**src/rtl/cpu_types_pkg.sv**
```systemverilog
// Shared types and defaults for the memory arbiter.
// word_t is the 32-bit datapath word; arb_state_t is the arbiter FSM state.
package cpu_types_pkg;

    typedef logic [31:0] word_t;

    typedef enum logic [1:0] {
        IDLE = 2'd0,
        IACC = 2'd1,
        DACC = 2'd2
    } arb_state_t;

    // Consecutive data grants allowed while an instruction fetch waits.
    localparam int DEF_IFAIR_LIMIT = 4;

endpackage

```
**src/rtl/arb_stat_counter.sv**
```systemverilog
// 32-bit enable counter with synchronous active-low clear. Wraps modulo 2^32.
// Used by mem_arbiter only when MEM_ARB_STATS_EN is defined.
module arb_stat_counter
    import cpu_types_pkg::*;
(
    input  logic  clk,
    input  logic  clr_n,
    input  logic  en,
    output word_t count
);

    // Count enabled cycles; clear has priority.
    always_ff @(posedge clk) begin
        if (!clr_n) begin
            count <= '0;
        end else if (en) begin
            count <= count + 32'd1;
        end
    end

endmodule

```
**src/rtl/mem_arbiter.sv**
```systemverilog
// Serialises instruction fetches and data accesses onto one RAM port.
// Data has priority; a saturating starvation counter forces an instruction
// grant after IFAIR_LIMIT consecutive data grants with a fetch pending.
// Optional build macro MEM_ARB_STATS_EN adds completed-access counters
// icount/dcount.
module mem_arbiter
    import cpu_types_pkg::*;
#(
    parameter int IFAIR_LIMIT = DEF_IFAIR_LIMIT,
    parameter int CNT_W       = 3
) (
    input  logic        CLK,
    input  logic        nRST,
    input  logic        iREN,
    input  logic [31:0] iaddr,
    input  logic        dREN,
    input  logic        dWEN,
    input  logic [31:0] daddr,
    input  logic [31:0] dstore,
    input  logic [31:0] ramload,
    input  logic        ramready,
    output logic        iwait,
    output logic        dwait,
    output logic [31:0] iload,
    output logic [31:0] dload,
    output logic        ramREN,
    output logic        ramWEN,
    output logic [31:0] ramaddr,
    output logic [31:0] ramstore
`ifdef MEM_ARB_STATS_EN
    ,
    output logic [31:0] icount,
    output logic [31:0] dcount
`endif
);

    localparam logic [CNT_W-1:0] LIMIT = CNT_W'(IFAIR_LIMIT);

    arb_state_t       state;
    arb_state_t       next_state;
    logic [CNT_W-1:0] cnt;
    logic             d_any;

    // A write with dREN also high is still a write; dREN only matters alone.
    assign d_any = dREN | dWEN;

    // Grant decision and access completion / abandonment.
    always_comb begin
        next_state = state;
        case (state)
            IDLE: begin
                if (d_any && !(iREN && (cnt == LIMIT))) begin
                    next_state = DACC;
                end else if (iREN) begin
                    next_state = IACC;
                end
            end
            IACC: begin
                if (!iREN || ramready) begin
                    next_state = IDLE;
                end
            end
            DACC: begin
                if (!d_any || ramready) begin
                    next_state = IDLE;
                end
            end
            default: next_state = IDLE;
        endcase
    end

    // State register and saturating starvation counter.
    always_ff @(posedge CLK) begin
        if (!nRST) begin
            state <= IDLE;
            cnt   <= '0;
        end else begin
            state <= next_state;
            if (!iREN) begin
                cnt <= '0;
            end else if (state == IDLE && next_state == IACC) begin
                cnt <= '0;
            end else if (state == IDLE && next_state == DACC && cnt != LIMIT) begin
                cnt <= cnt + CNT_W'(1);
            end
        end
    end

    // Output decode; while nRST is low the port looks idle so no strobe or
    // acknowledge escapes during the reset cycle.
    always_comb begin
        iwait    = 1'b1;
        dwait    = 1'b1;
        iload    = '0;
        dload    = '0;
        ramREN   = 1'b0;
        ramWEN   = 1'b0;
        ramaddr  = '0;
        ramstore = '0;
        if (nRST) begin
            case (state)
                IACC: begin
                    ramREN  = iREN;
                    ramaddr = iaddr;
                    if (iREN && ramready) begin
                        iwait = 1'b0;
                        iload = ramload;
                    end
                end
                DACC: begin
                    ramaddr = daddr;
                    if (dWEN) begin
                        ramWEN   = 1'b1;
                        ramstore = dstore;
                    end else begin
                        ramREN = dREN;
                    end
                    if (d_any && ramready) begin
                        dwait = 1'b0;
                        dload = dWEN ? '0 : ramload;
                    end
                end
                default: ;
            endcase
        end
    end

`ifdef MEM_ARB_STATS_EN
    logic i_done;
    logic d_done;

    assign i_done = nRST && (state == IACC) && iREN && ramready;
    assign d_done = nRST && (state == DACC) && d_any && ramready;

    arb_stat_counter u_icount (
        .clk   (CLK),
        .clr_n (nRST),
        .en    (i_done),
        .count (icount)
    );

    arb_stat_counter u_dcount (
        .clk   (CLK),
        .clr_n (nRST),
        .en    (d_done),
        .count (dcount)
    );
`endif

endmodule

```
**config.mk**
```make
export PLATFORM = sky130hd
export DESIGN_NAME = mem_arbiter
export DESIGN_NICKNAME = d
export VERILOG_FILES = /design/src/rtl/cpu_types_pkg.sv /design/src/rtl/arb_stat_counter.sv /design/src/rtl/mem_arbiter.sv
export SDC_FILE = /design/constraint.sdc
export NUM_CORES = 1
export LEC_CHECK = 0
export CAP_MARGIN = 15
export CORE_AREA = 4 4 100 102
export DETAILED_ROUTE_END_ITERATION = 12
export DIE_AREA = 0 0 104 106
export GPL_TIMING_DRIVEN = 0
export HOLD_SLACK_MARGIN = 0.08
export PLACE_DENSITY = 0.66
export SYNTH_ARGS = -nofsm -noshare
export SYNTH_HDL_FRONTEND = slang
export SYNTH_SLANG_ARGS = --single-unit
```
**constraint.sdc**
```tcl
create_clock -name CLK -period 4.9 [get_ports CLK]
set_clock_uncertainty 0.05 [all_clocks]
set_input_delay 0.49 -clock CLK [delete_from_list [all_inputs] [get_ports CLK]]
set_output_delay 0.49 -clock CLK [all_outputs]
set_load 0.05 [all_outputs]
```
==> results.ini, run 1 <==
[drt]
drt-vias-per-instance=4.392
drt_iter0_markers=182
vias=2732
drt_wl_total_um=10430
drc=0
routedWlPerCell_um=16.77
antenna_left=0
firstDrtPassIters=4

[grt]
antenna_found_initial=0
gr-total-overflow=0
grt_start_max_net_pins=11
grt_pass1_wl_um=15910
grtUsageTotal_pct=17.82
grt_pass1_vias=2959

[setup_path]
crit_buf_inv=3
crit_family=buffers and inverters
crit_path_start_kind=input port
crit_fanout=10
crit_chain=clkdlybuf4s50_1, nand3_1, nor3b_1, clkbuf_1, and2_1, clkdlybuf4s50_1
path_class=in -> out
cp_slowest_cell=clkdlybuf4s50_1
crit_path_end_kind=primary output
arrival_ns=3.12
crit_path_frequent_cell=clkdlybuf4s50_1
critPathRequiredTime_ns=4.36
cp_slowest_stage_delay_ns=0.82

[synth]
synthAdderAreaFrac_pct=4.914
ys_warn_count=0
async_reset_ff_share_pct=0
synth.net_count=382
synth_xor_area_share_pct=0
synth_top_area_share_pct=39.31
synth_seq_area_share_pct=6.552
synthDistinctLibCells=29
mappedNetlistArea_um2=1528
synth_top_family_by_area=simple AND/OR/NAND/NOR gates
syn_avg_cell_area_um2=6.313
synthTopCellsByCount=and2_1 (96), nor2_1 (37), a22oi_1 (32), clkbuf_1 (18), a21oi_1 (8)
synth_seq_cells=5
synth_top_area_cell=and2_1
synth_edf_count=0
synth_compound_area_share_pct=25.31
synth-simple-area-share_pct=56.27
synthCells=242
ys_top_cells_by_area=and2_1 (39%), a22oi_1 (16%), nor2_1 (9.1%), dfxtp_1 (6.6%), ha_1 (4.9%)
yosysMostFrequentCell=and2_1
synth_mux_area_share_pct=0
synth-main-ff-cell=dfxtp_1

[cts]
hold_buffers=0
cts_buffer_depth=2
cts_buffers=3
cts_resized=0
clkSinkCount=5
cts_root_buffer=clkbuf_8
cts_tree=done
cts_max_level=1
clk-insertion-delay-late_ns=0.22
clk_pin_slew_worst_paths_ns=0.04
cts_setup_buffers=0

[timing]
hold_viol_final=0
setup_tns_ns=0
setup_viol=0
slew_headroom_pct=61.44
worst_slew_pin_slew_ns=0.5765
fmax_ghz=0.2735
holdWs_ns=0.4858
period_share_pct=74.61
grt_setup_unrepaired=no
finalMaxSlewViolations=0
fin_crit_ns=3.656

[power_and_ir_drop]
peakVddDrop_mv=0.06949
p_leak_nw=1.548
pwr_density_cell_nw_per_um2=92.36

[layout]
drive_above_1_share_pct=2.740
nets=652
syn2layout_area_growth_pct=185.7
antenna_cells=0
multi_input_comb_area_um2=1321
seq_area_um2=100.1
fill_cells=884

[die]
coreArea_um2=9109
die_y_um=106
die_w_um=104
initial_core_util_pct=16.77
ios=266
dieArea_um2=11020
rows=35

[status]
status=completed

[placed_design]
dp_hpwl_um=8876
port_buffers=265
place.gp.congestion=0.8071

[worst_hold_path]
holdCritPathClass=reg -> reg

[run]
maxCapViolCount=0

[layer usage]
| metal | vias to the layer above | global-route usage [%] | wire length, µm |
|---|---|---|---|
| met5 | - | 0 | 0 |
| met4 | 0 | 4.084 | 172 |
| met3 | 14 | 6.557 | 1101 |
| met2 | 177 | 31.62 | 5017 |
| met1 | 1199 | 20.39 | 4142 |
| li1 | 1342 | - | - |
[cells by family after synthesis]
kind of cell    after synthesis
simple gates                153
compound gates               51
buf+inv                      27
fa+ha+maj                     6
flops                         5
[metrics by stage]
step / cell area, µm² / setup slack, ns / util [%] / total power [mW] / instances
global placement: 4319 / 1.236 / 47.42 / 0.3231 / 618
CTS: 4364 / 1.238 / 47.91 / 0.4063 / 622
floorplan: 1528 / 2.350 / - / 0.1674 / 242
detailed placement: 4319 / 1.243 / 47.42 / 0.3260 / 618
finish: 4364 / 1.244 / 47.91 / 0.4031 / 622
global route: 4364 / 1.061 / 47.91 / 0.4279 / 622
[cell type report]
| type | count | share of cell area [%] |
|---|---|---|
| repair buffers | 265 | 60.78 |
| clock buffers | 4 | 1.032 |
| flip-flops and latches | 5 | 2.294 |
| well taps | 111 | 3.182 |
| plain buffers | 20 | 1.835 |
| multi-input cells | 210 | 30.28 |
| inverters | 7 | 0.6021 |
[power by group]
group | internal (mW) | switching [mW] | total, mW
Sequential | 0.0430 | 0.00216 | 0.0451
Clock | 0.0559 | 0.0208 | 0.0767
Combinational | 0.149 | 0.132 | 0.281
Total | 0.248 | 0.155 | 0.403
[registers in the layout (all words and copies together) (netlist names)]
register,count
cnt,3
state,2
[final timing paths]
kind	end	slack (ns)	cells past startpoint	startpoint
setup / recovery	dload[11]	1.24	6	ramready
setup reg to reg	cnt[2]	2.80	7	state[1]
hold / removal	cnt[1]	0.49	2	cnt[1]
hold reg to reg	cnt[1]	0.49	2	cnt[1]
[placed cells by master, fill, tap and decap left out, drive strengths merged, types with 2 or more instances in the layout]
cell type and instances:
o21ai 3, nand2 4, clkdlybuf4s50 265, and2 96, ha 6, a21oi 8, a22oi 32, clkbuf 22
or3 2, dfxtp 5, or2 2, nand3 2, a211oi 2, buf 2, o211ai 2, nand2b 6
nor2 37, inv 7
[tightest hold or removal path: stages (launching register included)]
cell and delay [ns]:
dfxtp_1 0.32, o211ai_1 0.09, a21oi_1 0.07
(Power assumes the default switching activity.)
==> run 2: changes to the inputs <==
- CORE_AREA: 4 4 100 102 -> 4 4 102 104
- DIE_AREA: 0 0 104 106 -> 0 0 106 108
- PLACE_DENSITY: 0.66 -> 0.64
- clock period: 4.9 -> 3.55 ns (I/O delays scaled with it)
==> results.ini, run 2 (synthesized netlist as in run 1, its figures left out) <==
[layout]
final_common_cell=clkdlybuf4s50_1
mostFrequentLayoutCells=clkdlybuf4s50_1 (265), and2_1 (96), nor2_1 (37), a22oi_1 (32), clkbuf_1 (19)
regMostFlops=cnt
syn2layout_area_growth_pct=187.8
reg_top3=cnt (3), state (2)
nets=652  ; unchanged
stdcell_area_um2=4397  ; +0.75%
fill_cells=956  ; +8.1%
largest_reg_flops=3  ; unchanged
drive_above_1_share_pct=2.935  ; +0.20 points
antenna_cells=0  ; unchanged

[cts]
clkSinkCount=5  ; unchanged
cts_buffer_depth=2  ; unchanged
cts_tree=done
clk-insertion-delay-late_ns=0.22  ; about the same
clk_pin_slew_worst_paths_ns=0.03  ; about the same
cts_buffers=3  ; unchanged
cts_root_buffer=clkbuf_8
cts_max_level=1  ; unchanged

[die]
ios=266  ; unchanged
die_y_um=108  ; +1.9%
initial_core_util_pct=16.00  ; -0.77 points
rows=36  ; +2.9%
die_w_um=106  ; +1.9%
coreArea_um2=9549  ; +4.8%
dieArea_um2=11450  ; +3.8%

[drt]
drt_iter0_markers=161  ; -12%
drt-vias-per-instance=4.180  ; -4.8%
drc=0  ; unchanged
vias=2692  ; -1.5%
firstDrtPassIters=4  ; unchanged
antenna_left=0  ; unchanged
drt_wl_total_um=9871  ; -5.4%
routedWlPerCell_um=15.33  ; -8.6%

[timing]
finalMaxSlewViolations=0  ; unchanged
slew_headroom_pct=61.83  ; +0.39 points
setup_tns_ns=0  ; unchanged
fmax_ghz=0.3049
holdWs_ns=0.4839  ; -0.001873 ns
hold_viol_final=0  ; unchanged
grt_setup_unrepaired=no
period_share_pct=92.40
fin_ws_ns=0.2700  ; -0.9740 ns
worst_slew_pin_slew_ns=0.5707  ; -0.005782 ns
setup_viol=0  ; unchanged
fin_crit_ns=3.280

[setup_path]
r2r-start=state[1]
r2r_end=cnt[2]
crit_path_start_kind=input port
cp_slowest_stage_delay_ns=0.81  ; about the same
r2r_cells=8  ; +1
reg2reg_slack_ns=1.44  ; -1.36 ns
critPathRequiredTime_ns=3.14  ; -1.22 ns
crit_fanout=10  ; unchanged
crit_path_end_kind=primary output
path_class=in -> out
crit_path_frequent_cell=clkdlybuf4s50_1
cp_slowest_cell=clkdlybuf4s50_1
crit_chain=clkdlybuf4s50_1, nand2_1, nor2_1, clkbuf_1, and2_1, clkdlybuf4s50_1
arrival_ns=2.88  ; -0.24 ns

[grt]
gr-total-overflow=0  ; unchanged
grtUsageTotal_pct=16.14  ; -1.7 points
grt_start_max_net_pins=11  ; unchanged
grt_pass1_wl_um=15100  ; -5.1%
grt_pass1_vias=2865  ; -3.2%
antenna_found_initial=0  ; unchanged

[placed_design]
placed_cell_area_um2=4347  ; +0.64%
place.gp.congestion=0.7761  ; -3.8%
place_ws_ns=0.07106  ; -1.172 ns
port_buffers=265  ; unchanged
dp_hpwl_um=8647  ; -2.6%

[power_and_ir_drop]
internal_power_mw=0.3422  ; +38%
pwr_density_cell_nw_per_um2=125.6  ; +36%
pwr-share-comb_pct=69.9  ; about the same
pwr-share-seq_pct=11.3  ; about the same
p_leak_nw=1.549  ; about the same
p_sw_mw=0.2100  ; +35%
p_sw_share_pct=38.03  ; -0.44 points
peakVddDrop_mv=0.1082  ; +56%
clkPwrFrac_pct=18.8  ; -0.2 points

[worst_hold_path]
holdCritPathClass=reg -> reg
worstHoldStart=cnt[0]
hold-path-cell-count=2  ; unchanged
holdPathEnd=cnt[0]

[run]
maxCapViolCount=0  ; unchanged

[status]
status=completed

[run 2: cell types whose count changed in the layout (fill, tap and decap cells not counted)]
cell / previous run / this run
nor3b_1: 1 / 0
nor3b_2: 0 / 1
[run 2: worst max path at each step]
stage / start / endpoint / depth (start not counted)
finish: iREN / iload[25] / 6
global route: iREN / iload[9] / 6
global placement: ramready / dload[15] / 6
floorplan: state[0] / ramstore[22] / 6
CTS: ramready / dload[29] / 6
detailed placement: ramready / dload[29] / 6
[run 2: timing repair]
action | CTS | global route
setup endpoints to repair | 0 | 30
hold buffers | 0 | 0
gates resized for setup | 0 | 1
setup buffers | 0 | 0
[run 2: power by group through the flow]
| stage | Clock, mW | Sequential (mW) | Combinational (mW) |
|---|---|---|---|
| floorplan | 0 | 0.0622 | 0.169 |
| global placement | 0 | 0.0628 | 0.383 |
| detailed placement | 0 | 0.0630 | 0.387 |
| CTS | 0.107 | 0.0622 | 0.389 |
| global route | 0.115 | 0.0627 | 0.413 |
| finish | 0.104 | 0.0622 | 0.386 |
[run 2: cell type report]
cell class,instances,area [µm²],share of cell area (%)
Inverter,7,26.28,0.5976
Timing Repair Buffer,265,2653,60.33
Multi-Input combinational cell,210,1326,30.16
Sequential cell,5,100.1,2.277
Buffer,20,80.08,1.821
Clock buffer,4,45.04,1.024
Tap cell,133,166.4,3.785
[run 2: through the flow]
step	utilization, %	power (mW)	std cells
after global routing	46.04	0.5903	644
after detailed placement	45.52	0.4502	640
after floorplan	-	0.2310	242
after CTS	45.99	0.5586	644
final	46.04	0.5522	644
after global placement	45.52	0.4462	640
[run 2: metal layers]
metal / global-route usage, % / up-vias / wire [µm]
li1: - / 1345 / -
met1: 17.49 / 1188 / 3672
met2: 31.19 / 155 / 5149
met3: 5.433 / 4 / 974
met4: 2.035 / 0 / 75
met5: 0 / - / 0
[run 2: critical path, delay by kind of cell]
kind,cells,cell delay (ns)
buf+inv,3,1.74
simple gates,3,0.77
==> run 3: changes to the inputs <==
- CORE_AREA: 4 4 102 104 -> 2 2 104 106
- PLACE_DENSITY: 0.64 -> 0.62
- clock period: 3.55 -> 2.6 ns (I/O delays scaled with it)
==> results.ini, run 3 (synthesized netlist as in run 1, its figures left out) <==
[layout]
syn2layout_area_growth_pct=169.9
fill_cells=1100  ; +15%
final_common_cell=clkdlybuf4s50_1
nets=652  ; unchanged
seq_area_um2=100.1  ; unchanged
regMostFlops=cnt
multi_input_comb_area_um2=1340  ; +1.0%
drive_above_1_share_pct=27.98  ; +25 points
largest_reg_flops=3  ; unchanged
antenna_cells=0  ; unchanged
stdcell_area_um2=4123  ; -6.2%
mostFrequentLayoutCells=clkdlybuf4s50_1 (134), and2_1 (96), clkbuf_2 (54), clkdlybuf4s15_2 (40), nor2_1 (36)
reg_top3=cnt (3), state (2)

[die]
rows=37  ; +2.8%
die_w_um=106  ; unchanged
dieArea_um2=11450  ; unchanged
die_y_um=108  ; unchanged
coreArea_um2=10230  ; +7.1%
ios=266  ; unchanged
initial_core_util_pct=14.93  ; -1.1 points

[timing]
period_share_pct=95.34
worst_slew_pin_slew_ns=0.5558  ; -0.01494 ns
finalMaxSlewViolations=0  ; unchanged
fin_crit_ns=2.479
fmax_ghz=0.4034
setup_viol=0  ; unchanged
hold_viol_final=0  ; unchanged
fin_ws_ns=0.1212  ; -0.1488 ns
slew_headroom_pct=62.89  ; +1.1 points
holdWs_ns=0.4800  ; -0.003856 ns
grt_setup_unrepaired=yes

[grt]
antenna_found_initial=0  ; unchanged
grtUsageTotal_pct=16.89  ; +0.75 points
grt_start_max_net_pins=11  ; unchanged
grt_pass1_vias=3025  ; +5.6%
grt_pass1_wl_um=15490  ; +2.6%
gr-total-overflow=0  ; unchanged

[cts]
cts_root_buffer=clkbuf_8
cts_buffer_depth=2  ; unchanged
clkSinkCount=5  ; unchanged
clk-insertion-delay-late_ns=0.22  ; about the same
cts_buffers=3  ; unchanged
cts_max_level=1  ; unchanged
clk_pin_slew_worst_paths_ns=0.04  ; about the same
cts_tree=done

[placed_design]
dp_hpwl_um=8764  ; +1.4%
place.gp.congestion=0.7340  ; -5.4%
port_buffers=265  ; unchanged
placed_cell_area_um2=4350  ; about the same
place_ws_ns=-0.7167  ; -0.7878 ns

[drt]
drt-vias-per-instance=4.377  ; +4.7%
drc=0  ; unchanged
antenna_left=0  ; unchanged
dr_wl_met3_um=1032  ; +6.0%
wl_met1_um=3837  ; +4.5%
drt_iter0_markers=167  ; +3.7%
top_layer_used=met4
drt_wl_total_um=10360  ; +4.9%
routed-wl-met2_um=5249  ; +1.9%
vias=2832  ; +5.2%
routedWlPerCell_um=16.01  ; +4.5%
firstDrtPassIters=4  ; unchanged

[power_and_ir_drop]
p_sw_mw=0.2996  ; +43%
pwr-share-seq_pct=11.3  ; about the same
pwr-share-comb_pct=68.8  ; -1.1 points
pwr_density_cell_nw_per_um2=181.7  ; +45%
peakVddDrop_mv=0.07859  ; -27%
p_sw_share_pct=39.99  ; +2.0 points
clkPwrFrac_pct=19.9  ; +1.1 points
p_leak_nw=1.829  ; +18%
internal_power_mw=0.4496  ; +31%

[status]
status=completed

[setup_path]
path_class=reg -> out
crit_start=state[0]
arrival_ns=2.17  ; -0.71 ns
r2r_cells=7  ; -1
crit_path_start_kind=register
crit_path_end_kind=primary output
critPathRequiredTime_ns=2.29  ; -0.85 ns
crit_fanout=10  ; unchanged
r2r-start=state[1]

[worst_hold_path]
holdCritPathClass=reg -> reg
worstHoldStart=cnt[0]
hold-path-cell-count=2  ; unchanged

[run]
maxCapViolCount=0  ; unchanged

[run 3: critical path, stage by stage (launching register included)]
cell and delay (ns):
dfxtp_1 0.36, inv_1 0.10, ha_1 0.14, buf_4 0.16, clkbuf_1 0.37, a22oi_1 0.18, nor2_1 0.12, clkdlybuf4s15_1 0.51
[run 3: worst paths after layout]
path	end	slack (ns)
worst max-delay path	ramaddr[24]	0.12
worst min-delay path	cnt[0]	0.48
worst min register to register	cnt[0]	0.48
worst max register to register	cnt[2]	0.49
[run 3: layout make-up]
type	count	share of cell area, %
repair buffers	265	56.78
multi-input cells	210	32.50
well taps	136	4.127
flip-flops and latches	5	2.428
plain buffers	20	2.428
clock buffers	4	1.093
inverters	7	0.6373
[run 3: repair_timing]
action / CTS / global route
hold buffers: 0 / 0
pin swaps: 0 / 0
resized for setup: 281 / 174
cloned: 0 / 0
setup endpoints to repair: 127 / 126
buffers inserted: 0 / 0
[run 3: power groups by stage]
stage	logic [mW]	clock network [mW]	registers, mW
2_1_floorplan	0.230	0	0.0850
3_3_place_gp	0.524	0	0.0858
3_5_place_dp	0.531	0	0.0863
4_1_cts	0.521	0.151	0.0850
5_1_grt	0.554	0.155	0.0861
6_report	0.515	0.149	0.0850
[run 3: per-stage QoR]
stage               setup TNS [ns]  util (%)  total power, mW  instances
finish                           0     40.30           0.7492        647
detailed placement          -44.43     42.52           0.6169        643
global placement            -41.23     42.52           0.6102        643
CTS                              0     43.39           0.7564        647
floorplan                        0         -           0.3154        242
global route              -0.01537     40.30           0.7945        647
[run 3: routing by layer]
metal	up-vias	track usage [%]
li1	1345	-
met1	1281	18.45
met2	191	32.03
met3	15	4.219
met4	0	5.263
met5	-	0
